**src/rtl/rvmemreq.sv**
```systemverilog
// RV32I load/store adapter toward a split address/data memory port.
// One transaction in flight; the result is lane-aligned and extended for the core.
module rvmemreq #(
   parameter int MEM_ADDR_WIDTH = 32,
   parameter int MEM_DATA_WIDTH = 32,
   parameter int MASK_WIDTH     = MEM_DATA_WIDTH / 8
) (
   input  logic                      clock,
   input  logic                      resetn,
   input  logic                      mem_ready,
   input  logic                      req_valid,
   output logic                      req_ready,
   input  logic                      req_fcn,
   input  logic [2:0]                req_typ,
   input  logic [MEM_ADDR_WIDTH-1:0] req_addr,
   input  logic [MEM_DATA_WIDTH-1:0] req_data,
   output logic                      resp_valid,
   output logic [MEM_DATA_WIDTH-1:0] resp_data,
   output logic                      resp_err,
   output logic                      waen,
   output logic                      wden,
   output logic [MEM_ADDR_WIDTH-1:0] waddr,
   output logic [MEM_DATA_WIDTH-1:0] wdata,
   output logic [MASK_WIDTH-1:0]     wmask,
   input  logic                      wardy,
   input  logic                      wdrdy,
   input  logic                      wbvld,
   output logic                      raen,
   output logic                      rden,
   output logic [MEM_ADDR_WIDTH-1:0] raddr,
   input  logic [MEM_DATA_WIDTH-1:0] rdata,
   input  logic                      rardy,
   input  logic                      rdrdy
);

   localparam logic [2:0] S_IDLE = 3'd0;
   localparam logic [2:0] S_WREQ = 3'd1;
   localparam logic [2:0] S_WRSP = 3'd2;
   localparam logic [2:0] S_RREQ = 3'd3;
   localparam logic [2:0] S_RDAT = 3'd4;
   localparam logic [2:0] S_RESP = 3'd5;

   logic [2:0]                state_q, state_d;
   logic [2:0]                typ_q, typ_d;
   logic [1:0]                off_q, off_d;
   logic                      bvld_q, bvld_d;
   logic                      resp_valid_q, resp_valid_d;
   logic [MEM_DATA_WIDTH-1:0] resp_data_q, resp_data_d;
   logic                      resp_err_q, resp_err_d;
   logic                      waen_q, waen_d;
   logic                      wden_q, wden_d;
   logic [MEM_ADDR_WIDTH-1:0] waddr_q, waddr_d;
   logic [MEM_DATA_WIDTH-1:0] wdata_q, wdata_d;
   logic [MASK_WIDTH-1:0]     wmask_q, wmask_d;
   logic                      raen_q, raen_d;
   logic                      rden_q, rden_d;
   logic [MEM_ADDR_WIDTH-1:0] raddr_q, raddr_d;

   logic                      req_err;
   logic [MEM_ADDR_WIDTH-1:0] addr_al;

   function automatic logic [MEM_DATA_WIDTH-1:0] load_ext(
      input logic [MEM_DATA_WIDTH-1:0] rd,
      input logic [2:0]                typ,
      input logic [1:0]                off
   );
      logic [MEM_DATA_WIDTH-1:0] s;
      s = rd >> {off, 3'b000};
      case (typ)
         3'b000:  load_ext = {{(MEM_DATA_WIDTH-8){s[7]}}, s[7:0]};
         3'b100:  load_ext = {{(MEM_DATA_WIDTH-8){1'b0}}, s[7:0]};
         3'b001:  load_ext = {{(MEM_DATA_WIDTH-16){s[15]}}, s[15:0]};
         3'b101:  load_ext = {{(MEM_DATA_WIDTH-16){1'b0}}, s[15:0]};
         default: load_ext = s;
      endcase
   endfunction

   assign req_ready = (state_q == S_IDLE) & mem_ready;
   assign addr_al   = {req_addr[MEM_ADDR_WIDTH-1:2], 2'b00};

   always_comb begin
      case (req_typ)
         3'b000, 3'b100: req_err = 1'b0;
         3'b001, 3'b101: req_err = req_addr[0];
         3'b010:         req_err = (req_addr[1:0] != 2'b00);
         default:        req_err = 1'b1;
      endcase
   end

   always_comb begin
      state_d      = state_q;
      typ_d        = typ_q;
      off_d        = off_q;
      bvld_d       = bvld_q;
      resp_valid_d = 1'b0;
      resp_data_d  = resp_data_q;
      resp_err_d   = resp_err_q;
      waen_d       = waen_q;
      wden_d       = wden_q;
      waddr_d      = waddr_q;
      wdata_d      = wdata_q;
      wmask_d      = wmask_q;
      raen_d       = raen_q;
      rden_d       = rden_q;
      raddr_d      = raddr_q;
      case (state_q)
         S_IDLE: if (req_valid && req_ready) begin
            typ_d       = req_typ;
            off_d       = req_addr[1:0];
            bvld_d      = 1'b0;
            resp_data_d = '0;
            resp_err_d  = 1'b0;
            if (req_err) begin
               state_d      = S_RESP;
               resp_valid_d = 1'b1;
               resp_err_d   = 1'b1;
            end else if (req_fcn) begin
               state_d = S_WREQ;
               waen_d  = 1'b1;
               wden_d  = 1'b1;
               waddr_d = addr_al;
               case (req_typ[1:0])
                  2'b00: begin
                     wmask_d = MASK_WIDTH'(1) << req_addr[1:0];
                     wdata_d = {(MEM_DATA_WIDTH/8){req_data[7:0]}};
                  end
                  2'b01: begin
                     wmask_d = MASK_WIDTH'(3) << req_addr[1:0];
                     wdata_d = {(MEM_DATA_WIDTH/16){req_data[15:0]}};
                  end
                  default: begin
                     wmask_d = '1;
                     wdata_d = req_data;
                  end
               endcase
            end else begin
               state_d = S_RREQ;
               raen_d  = 1'b1;
               raddr_d = addr_al;
            end
         end
         S_WREQ: begin
            // address and data beats retire independently; a response may arrive early
            if (wardy) waen_d = 1'b0;
            if (wdrdy) wden_d = 1'b0;
            if (wbvld) bvld_d = 1'b1;
            if (!waen_d && !wden_d) state_d = S_WRSP;
         end
         S_WRSP: if (wbvld || bvld_q) begin
            state_d      = S_RESP;
            resp_valid_d = 1'b1;
            resp_data_d  = '0;
         end
         S_RREQ: if (rardy) begin
            raen_d  = 1'b0;
            rden_d  = 1'b1;
            state_d = S_RDAT;
         end
         S_RDAT: if (rdrdy) begin
            rden_d       = 1'b0;
            resp_data_d  = load_ext(rdata, typ_q, off_q);
            resp_valid_d = 1'b1;
            state_d      = S_RESP;
         end
         S_RESP: begin
            state_d     = S_IDLE;
            resp_err_d  = 1'b0;
            resp_data_d = '0;
         end
         default: state_d = S_IDLE;
      endcase
   end

   always_ff @(posedge clock or negedge resetn) begin
      if (!resetn) begin
         state_q      <= S_IDLE;
         typ_q        <= '0;
         off_q        <= '0;
         bvld_q       <= 1'b0;
         resp_valid_q <= 1'b0;
         resp_data_q  <= '0;
         resp_err_q   <= 1'b0;
         waen_q       <= 1'b0;
         wden_q       <= 1'b0;
         waddr_q      <= '0;
         wdata_q      <= '0;
         wmask_q      <= '0;
         raen_q       <= 1'b0;
         rden_q       <= 1'b0;
         raddr_q      <= '0;
      end else begin
         state_q      <= state_d;
         typ_q        <= typ_d;
         off_q        <= off_d;
         bvld_q       <= bvld_d;
         resp_valid_q <= resp_valid_d;
         resp_data_q  <= resp_data_d;
         resp_err_q   <= resp_err_d;
         waen_q       <= waen_d;
         wden_q       <= wden_d;
         waddr_q      <= waddr_d;
         wdata_q      <= wdata_d;
         wmask_q      <= wmask_d;
         raen_q       <= raen_d;
         rden_q       <= rden_d;
         raddr_q      <= raddr_d;
      end
   end

   assign resp_valid = resp_valid_q;
   assign resp_data  = resp_data_q;
   assign resp_err   = resp_err_q;
   assign waen       = waen_q;
   assign wden       = wden_q;
   assign waddr      = waddr_q;
   assign wdata      = wdata_q;
   assign wmask      = wmask_q;
   assign raen       = raen_q;
   assign rden       = rden_q;
   assign raddr      = raddr_q;

endmodule

```
**config.mk**
```make
export PLATFORM = sky130hd
export DESIGN_NAME = rvmemreq
export DESIGN_NICKNAME = d
export VERILOG_FILES = /design/src/rtl/rvmemreq.sv
export SDC_FILE = /design/constraint.sdc
export NUM_CORES = 1
export LEC_CHECK = 0
export ABC_AREA = 1
export BUFFER_PORTS_ARGS = -buffer_cell sky130_fd_sc_hd__buf_2
export CORE_MARGIN = 4
export CORE_UTILIZATION = 45
export DETAILED_ROUTE_END_ITERATION = 7
export GPL_TIMING_DRIVEN = 0
export PLACE_DENSITY = 0.77
export SLEW_MARGIN = 30
export SYNTH_ARGS = -nofsm -noshare
export SYNTH_HDL_FRONTEND = slang
export SYNTH_SLANG_ARGS = --single-unit
export TNS_END_PERCENT = 20
```
**constraint.sdc**
```tcl
create_clock -name clock -period 1.78 [get_ports clock]
set_clock_uncertainty 0.2 [all_clocks]
set_input_delay 0.267 -clock clock [delete_from_list [all_inputs] [get_ports clock]]
set_output_delay 0.267 -clock clock [all_outputs]
set_load 0.005 [all_outputs]
```
==> results of run 1 <==
==> path summary, 6_finish.rpt <==
check / cells after the start / endpoint / slack [ns]
setup reg to reg: 9 / wdata[7]$_DFFE_PN0P_ / -0.08
max in group asynchronous: 3 / waddr[30]$_DFFE_PN0P_ / 0.45
min in group asynchronous: 2 / resp_data[14]$_DFFE_PN0P_ / 0.16
setup / recovery: 6 / req_ready / -0.12
hold reg to reg: 2 / resp_data[11]$_DFFE_PN0P_ / 0.26
hold / removal: 3 / wmask[3]$_DFFE_PN0P_ / 0.03
==> logic make-up after synthesis <==
group           count (synthesis)
simple gates                  367
compound gates                201
flops                         143
buf+inv                       123
other cells                     1
==> cells in the mapped netlist (all sizes together) <==
cell      n
dfrtp   143
o21ai   136
conb      1
buf      37
o311ai    1
o22ai     1
nand2   294
clkbuf   16
o211ai    8
o21a      2
nor3      2
nor2     33
nand3    33
inv      70
nand4     5
a21oi    53
==> routing by layer <==
metal	part of all wire [%]	wire, µm	track usage (%)	up-vias
li1	-	-	-	3401
met1	38	9030	32.0	3447
met2	48	11600	43.7	454
met3	9.3	2230	7.99	97
met4	4.8	1160	13.0	0
met5	0	0	0	-
==> cells in the final DEF (no fill, tap or decap), types with 30 or more instances in the layout <==
cell / instances
a21oi_1: 52
buf_2: 250
dfrtp_1: 141
dlygate4sd3_1: 68
inv_1: 65
nand2_1: 235
nand2_2: 44
nand3_1: 30
o21ai_0: 38
o21ai_1: 60
o21ai_2: 38
==> final cells by class <==
type                       count  area, µm²
clock buffer                  20        447
tap                          184        230
inverter                      70        265
fill                        1057       4370
multi-input combinational    572       2980
clock inverter                12        156
sequential                   143       3580
buffer                        51        412
timing repair buffer         332       2260
==> worst min-delay path, cell delays in order <==
cell     delay [ns]
buf_2          0.11
a21oi_1        0.10
o21ai_2        0.13
==> stage by stage <==
| stage | total power [mW] | utilization (%) | setup WS [ns] | area [µm²] | cells |
|---|---|---|---|---|---|
| 6_report | 16.2 | 70.2 | -0.118 | 10300 | 1384 |
| 5_1_grt | 17.2 | 70.2 | -0.180 | 10300 | 1384 |
| 4_1_cts | 15.5 | 67.2 | -0.139 | 9880 | 1379 |
| 3_5_place_dp | 11.4 | 56.6 | -0.147 | 8320 | 1266 |
| 3_3_place_gp | 11.2 | 56.3 | -1.80 | 8280 | 1265 |
| 2_1_floorplan | 8.78 | - | 0.107 | 6830 | 838 |
==> state kept, by name, summed over array words and instances, names as in the netlist, 2 cells and up <==
register and count:
off_q 2, raddr 30, typ_q 3, state_q 3
resp_data 32, wmask 4, waddr 30, wdata 32
==> power groups by stage <==
stage / registers, mW / clock network [mW] / logic, mW
2_1_floorplan: 5.60 / 0 / 3.18
3_3_place_gp: 5.55 / 0 / 5.66
3_5_place_dp: 5.54 / 0 / 5.81
4_1_cts: 5.55 / 3.73 / 6.23
5_1_grt: 5.89 / 3.86 / 7.44
6_report: 5.74 / 3.70 / 6.74
==> repair_timing <==
| action | CTS | global route |
|---|---|---|
| endpoints found under the setup margin | 127 | 142 |
| gates resized for setup | 39 | 117 |
| buffers inserted | 12 | 1 |
| cloned | 2 | 6 |
| hold endpoints to repair | 158 | 0 |
| hold buffers | 68 | 0 |
| pin swaps | 6 | 2 |
==> metrics.md, run 1 <==
| Metric | Value |
|---|---|
| Unrepaired setup endpoints after global routing | `yes` |
| Internal | `9.96 mW` |
| DP HPWL | `15.4 mm` |
| Flops & latches, synth | `143` |
| Share of layout cells above drive strength 1 | `37.6%` |
| Post-synthesis sequential area ratio | `52.4%` |
| GRT Util Overall | `26.6%` |
| First-pass GRT wire length | `37.3 mm` |
| Number of detailed-route iterations in the first pass | `6` |
| HP Class | `in -> reg` |
| DRT iter0 DRCs | `493` |
| Core area | `0.0147 mm²` |
| Via count | `7399` |
| Main combinational cell family by area after synthesis | `simple AND/OR/NAND/NOR gates` |
| Fmax | `0.527 GHz` |
| CP required | `1.31 ns` |
| Post-Synth Simple-Gate Area | `22.6%` |
| Power per cell area | `1570 mW/mm²` |
| Clk_lat worst skew | `0.42 ns` |
| CP cell instances | `buf_6, nor2_8, nand2_4, buf_6, nor2_4, buf_2` |
| Final Hold Viols | `0` |
| Drt wl/cell | `17.4 µm` |
| Worst Setup SP | `state_q[1]$_DFFE_PN0P_` |
| Total grt overflow | `0` |
| # nets final | `1296` |
| Yosys top cell area share | `52.4%` |
| Largest net degree at the start of global routing | `83` |
| Number of global-route vias before repair | `7421` |
| WHS | `0.0265 ns` |
| Final Max Tran Viols | `0` |
| Crit path time final | `1.90 ns` |
| Peak VDD IR | `0.838 mV` |
| Worst Max-Slew Pin Slew | `0.613 ns` |
| # IOs | `248` |
| Static Leak | `5.64 nW` |
| Critical path endpoint category | `primary output` |
| Crit share post-route | `107%` |
| CP Launch Type | `flip-flop` |
| Post-Synth XOR/XNOR Area | `0%` |
| Relative slew slack | `59.1%` |
| Status | `finished, violations left` |
| Synth cell types | `31` |
| Post-synthesis mux area share | `0%` |
| Hold_sp | `req_addr[1]` |
| Final setup violation count | `125` |
| Residual DRC | `0` |
| Synth area leaders | `dfrtp_1, nand2_1, o21ai_1` |
| Routability cong. | `0.914` |
| # diodes | `0` |
| Crit-path max cell delay | `0.38 ns` |
| CTS root buf | `clkbuf_16` |
| Die area | `0.0172 mm²` |
| Most used cell, CP | `buf_6` |
| Max-cap check violation count | `0` |
| Combinational cell fraction of total power | `41.7%` |
| # clock sinks | `143` |
| Area leader, netlist | `dfrtp_1` |
| CTS tree | `yes` |
| Power share of the sequential group | `35.5%` |
| Clock buffer depth | `2` |
| DRT antenna net count | `0` |
| Via/cell ratio | `5.35` |
| Synth Instances | `835` |
| Failing checks | `setup timing` |
| Total Routed Length | `24.1 mm` |
| Starting Density | `46.4%` |
| Clock buffer count from CTS | `17` |
| Worst endpoint data arrival time | `1.43 ns` |
| Compound-gate portion of the synthesized area | `16.1%` |
| # rows | `44` |
| Slowest cell on the critical path | `dfrtp_1` |
| Max H-tree Level | `4` |
| Die width | `131 µm` |
| CP top delay family | `buffers and inverters` |
| Avg Inst Size Synth | `8.17 µm²` |
| Layout area overhead | `51.3%` |
| Post-synthesis adder-cell area fraction | `0%` |
| Buf/Inv on CP | `3` |
| Count of input and output buffers | `243` |
| Reg2reg start | `state_q[1]$_DFFE_PN0P_` |
| Clock share of power | `22.9%` |
| Setup WS post-layout | `-0.118 ns` |
| Synthesized area | `0.00682 mm²` |
| Initial antenna violation count | `0` |
| Worst-path clk slew | `0.06 ns` |
| WS Path Type | `reg -> out` |
| Psw | `6.22 mW` |
| CP max FO | `4` |
| Sw Share | `38.5%` |
| Die Y | `131 µm` |
| Setup TNS | `-5.10 ns` |
| Yosys warns | `0` |
(Power assumes the default switching activity.)
==> run 2: changes to the inputs <==
--- a/config.mk
+++ b/config.mk
@@ -10,8 +10,10 @@
 export CORE_MARGIN = 4
 export CORE_UTILIZATION = 45
 export DETAILED_ROUTE_END_ITERATION = 7
+export GPL_ROUTABILITY_DRIVEN = 0
 export GPL_TIMING_DRIVEN = 0
 export PLACE_DENSITY = 0.77
+export RECOVER_POWER = 100
 export SLEW_MARGIN = 30
 export SYNTH_ARGS = -nofsm -noshare
 export SYNTH_HDL_FRONTEND = slang
==> run 2 against run 1 <==
The run still ends with setup timing left. Core utilization decreased by 1.4 points. Sequential share of layout area increased by 0.73 points. Die area unchanged. Maximum frequency decreased by 0.93%. Cell count increased by 0.14%. Count of clock-buffer cells in the layout unchanged. Largest cell class unchanged. Largest power group unchanged.
==> metrics.md, run 2 (synthesis results as in run 1) <==
| Metric | Value |
|---|---|
| DRT iter0 DRCs | `551` |
| Unrepaired setup endpoints after global routing | `yes` |
| Relative slew slack | `37.3%` |
| HP Class | `in -> reg` |
| Die Y | `131 µm` |
| Number of detailed-route iterations in the first pass | `7` |
| Crit-path max cell delay | `0.38 ns` |
| CP Launch Type | `flip-flop` |
| Total Routed Length | `24.6 mm` |
| WS Path Type | `reg -> reg` |
| # clock sinks | `143` |
| Via count | `7388` |
| Clk_lat worst skew | `0.41 ns` |
| Worst Max-Slew Pin Slew | `0.941 ns` |
| Clock buffer count from CTS | `17` |
| Tot Pwr | `16.0 mW` |
| WHS | `0.0273 ns` |
| Clock buffer depth | `2` |
| Via/cell ratio | `5.33` |
| Metal1 wirelength | `9.13 mm` |
| Most common cell after layout, fill and taps aside | `nand2_1` |
| Final Max Tran Viols | `0` |
| GRT Util Overall | `27.2%` |
| First-pass GRT wire length | `38.0 mm` |
| Most frequent cells in the layout | `nand2_1, buf_2, dfrtp_1, clkbuf_1, dlygate4sd3_1` |
| Residual DRC | `0` |
| Starting Density | `46.4%` |
| Share of layout cells above drive strength 1 | `28.5%` |
| Max-cap check violation count | `0` |
| Static Leak | `5.27 nW` |
| Die area | `0.0172 mm²` |
| Critical path endpoint category | `flip-flop` |
| Peak VDD IR | `0.754 mV` |
| Total grt overflow | `0` |
| # rows | `44` |
| Crit share post-route | `108%` |
| Core area | `0.0147 mm²` |
| Drt wl/cell | `17.8 µm` |
| Layout fillers | `1148` |
| Max H-tree Level | `4` |
| Slowest cell on the critical path | `dfrtp_1` |
| Layout area overhead | `48.2%` |
| WL met2 | `12.0 mm` |
| CTS tree | `yes` |
| CTS root buf | `clkbuf_16` |
| CP required | `1.87 ns` |
| DP HPWL | `15.8 mm` |
| Initial antenna violation count | `2` |
| Top Layer Used | `met4` |
| # IOs | `248` |
| Worst-path clk slew | `0.06 ns` |
| DRT antenna net count | `0` |
| Final Hold Viols | `0` |
| # nets final | `1296` |
| Worst endpoint data arrival time | `2.01 ns` |
| Status | `finished, violations left` |
| Largest net degree at the start of global routing | `79` |
| CP max FO | `7` |
| WL met3 | `2.31 mm` |
| Finished Layout Cells | `1386` |
| Die width | `131 µm` |
| DP Cell Count | `1266` |
| Failing checks | `setup timing` |
| Fmax | `0.522 GHz` |
| Power per cell area | `1580 mW/mm²` |
| Most used cell, CP | `buf_12` |
| Number of global-route vias before repair | `7529` |
| Fin util | `68.8%` |
| Setup WS post-layout | `-0.136 ns` |
| Count of input and output buffers | `243` |
| Final setup violation count | `119` |
| CP cell instances | `buf_6, nor2_8, nand2_4, nor3_4, nand3_4, buf_12, buf_12, buf_8, nand2_2, o21ai_2` |
| Crit path time final | `1.92 ns` |
==> run 2: cell types whose count changed in the layout (fill, tap and decap cells not counted), sizes merged <==
| cell | change |
|---|---|
| diode | +2 |
| clkinv | -3 |
| dlygate4sd3 | +1 |
| clkbuf | +94 |
| clkinvlp | +2 |
| buf | -95 |
| inv | +1 |
==> run 2: what timing repair did <==
action	in CTS	in global routing
pin swaps	5	3
buffers inserted	12	1
setup endpoints to repair	127	139
gates cloned	2	2
gates resized for setup	53	78
hold buffers	69	0
endpoints found under the hold margin	163	0
==> run 2: critical path, delay by kind of cell (launching register included) <==
kind / cells / cell delay, ns
buffers and inverters: 4 / 0.58
AND/OR/NAND/NOR: 5 / 0.57
flip-flops: 1 / 0.38
AO/OA/AOI/OAI: 1 / 0.07
==> run 2: area by class of cell <==
type | instances | area, µm² | share of cell area (%)
antenna | 2 | 5.00 | 0.0495
timing repair buffer | 330 | 2050 | 20.3
multi-input combinational | 572 | 2900 | 28.7
clock inverter | 12 | 169 | 1.67
clock buffer | 20 | 467 | 4.61
buffer | 53 | 449 | 4.44
inverter | 70 | 265 | 2.62
sequential | 143 | 3580 | 35.4
tap | 184 | 230 | 2.28
==> run 2: metal layers <==
layer | vias to the layer above | track usage [%]
li1 | 3389 | -
met1 | 3439 | 32.8
met2 | 462 | 45.3
met4 | 0 | 13.9
met3 | 98 | 7.26
met5 | - | 0
==> run 2: where the power goes <==
part	total [mW]	switching (mW)	internal [mW]	leakage, nW
Combinational	6.44	3.75	2.69	3.10
Sequential	5.73	1.05	4.68	1.86
Clock	3.82	1.47	2.35	0.306
Total	16.0	6.27	9.72	5.27
==> run 2: worst paths after layout <==
kind,startpoint,end,slack (ns),cells past startpoint
setup / recovery,state_q[1]$_DFFE_PN0P_,wdata[15]$_DFFE_PN0P_,-0.14,10
hold / removal,rdata[1],resp_data[1]$_DFFE_PN0P_,0.03,5
setup reg to reg,state_q[1]$_DFFE_PN0P_,wdata[15]$_DFFE_PN0P_,-0.14,10
hold reg to reg,resp_data[8]$_DFFE_PN0P_,resp_data[8]$_DFFE_PN0P_,0.28,2
max in group asynchronous,resetn,wdata[2]$_DFFE_PN0P_,0.15,3
min in group asynchronous,resetn,resp_data[14]$_DFFE_PN0P_,0.33,2
==> run 2: stage by stage <==
stage               setup WS [ns]  instance area (µm²)  TNS, ns
finish                     -0.136                10100    -7.17
global route               -0.170                10100   -19.04
CTS                        -0.139                 9930   -10.49
detailed placement         -0.155                 8320   -12.82
global placement            -1.81                 8280  -265.67
floorplan                   0.107                 6830        0
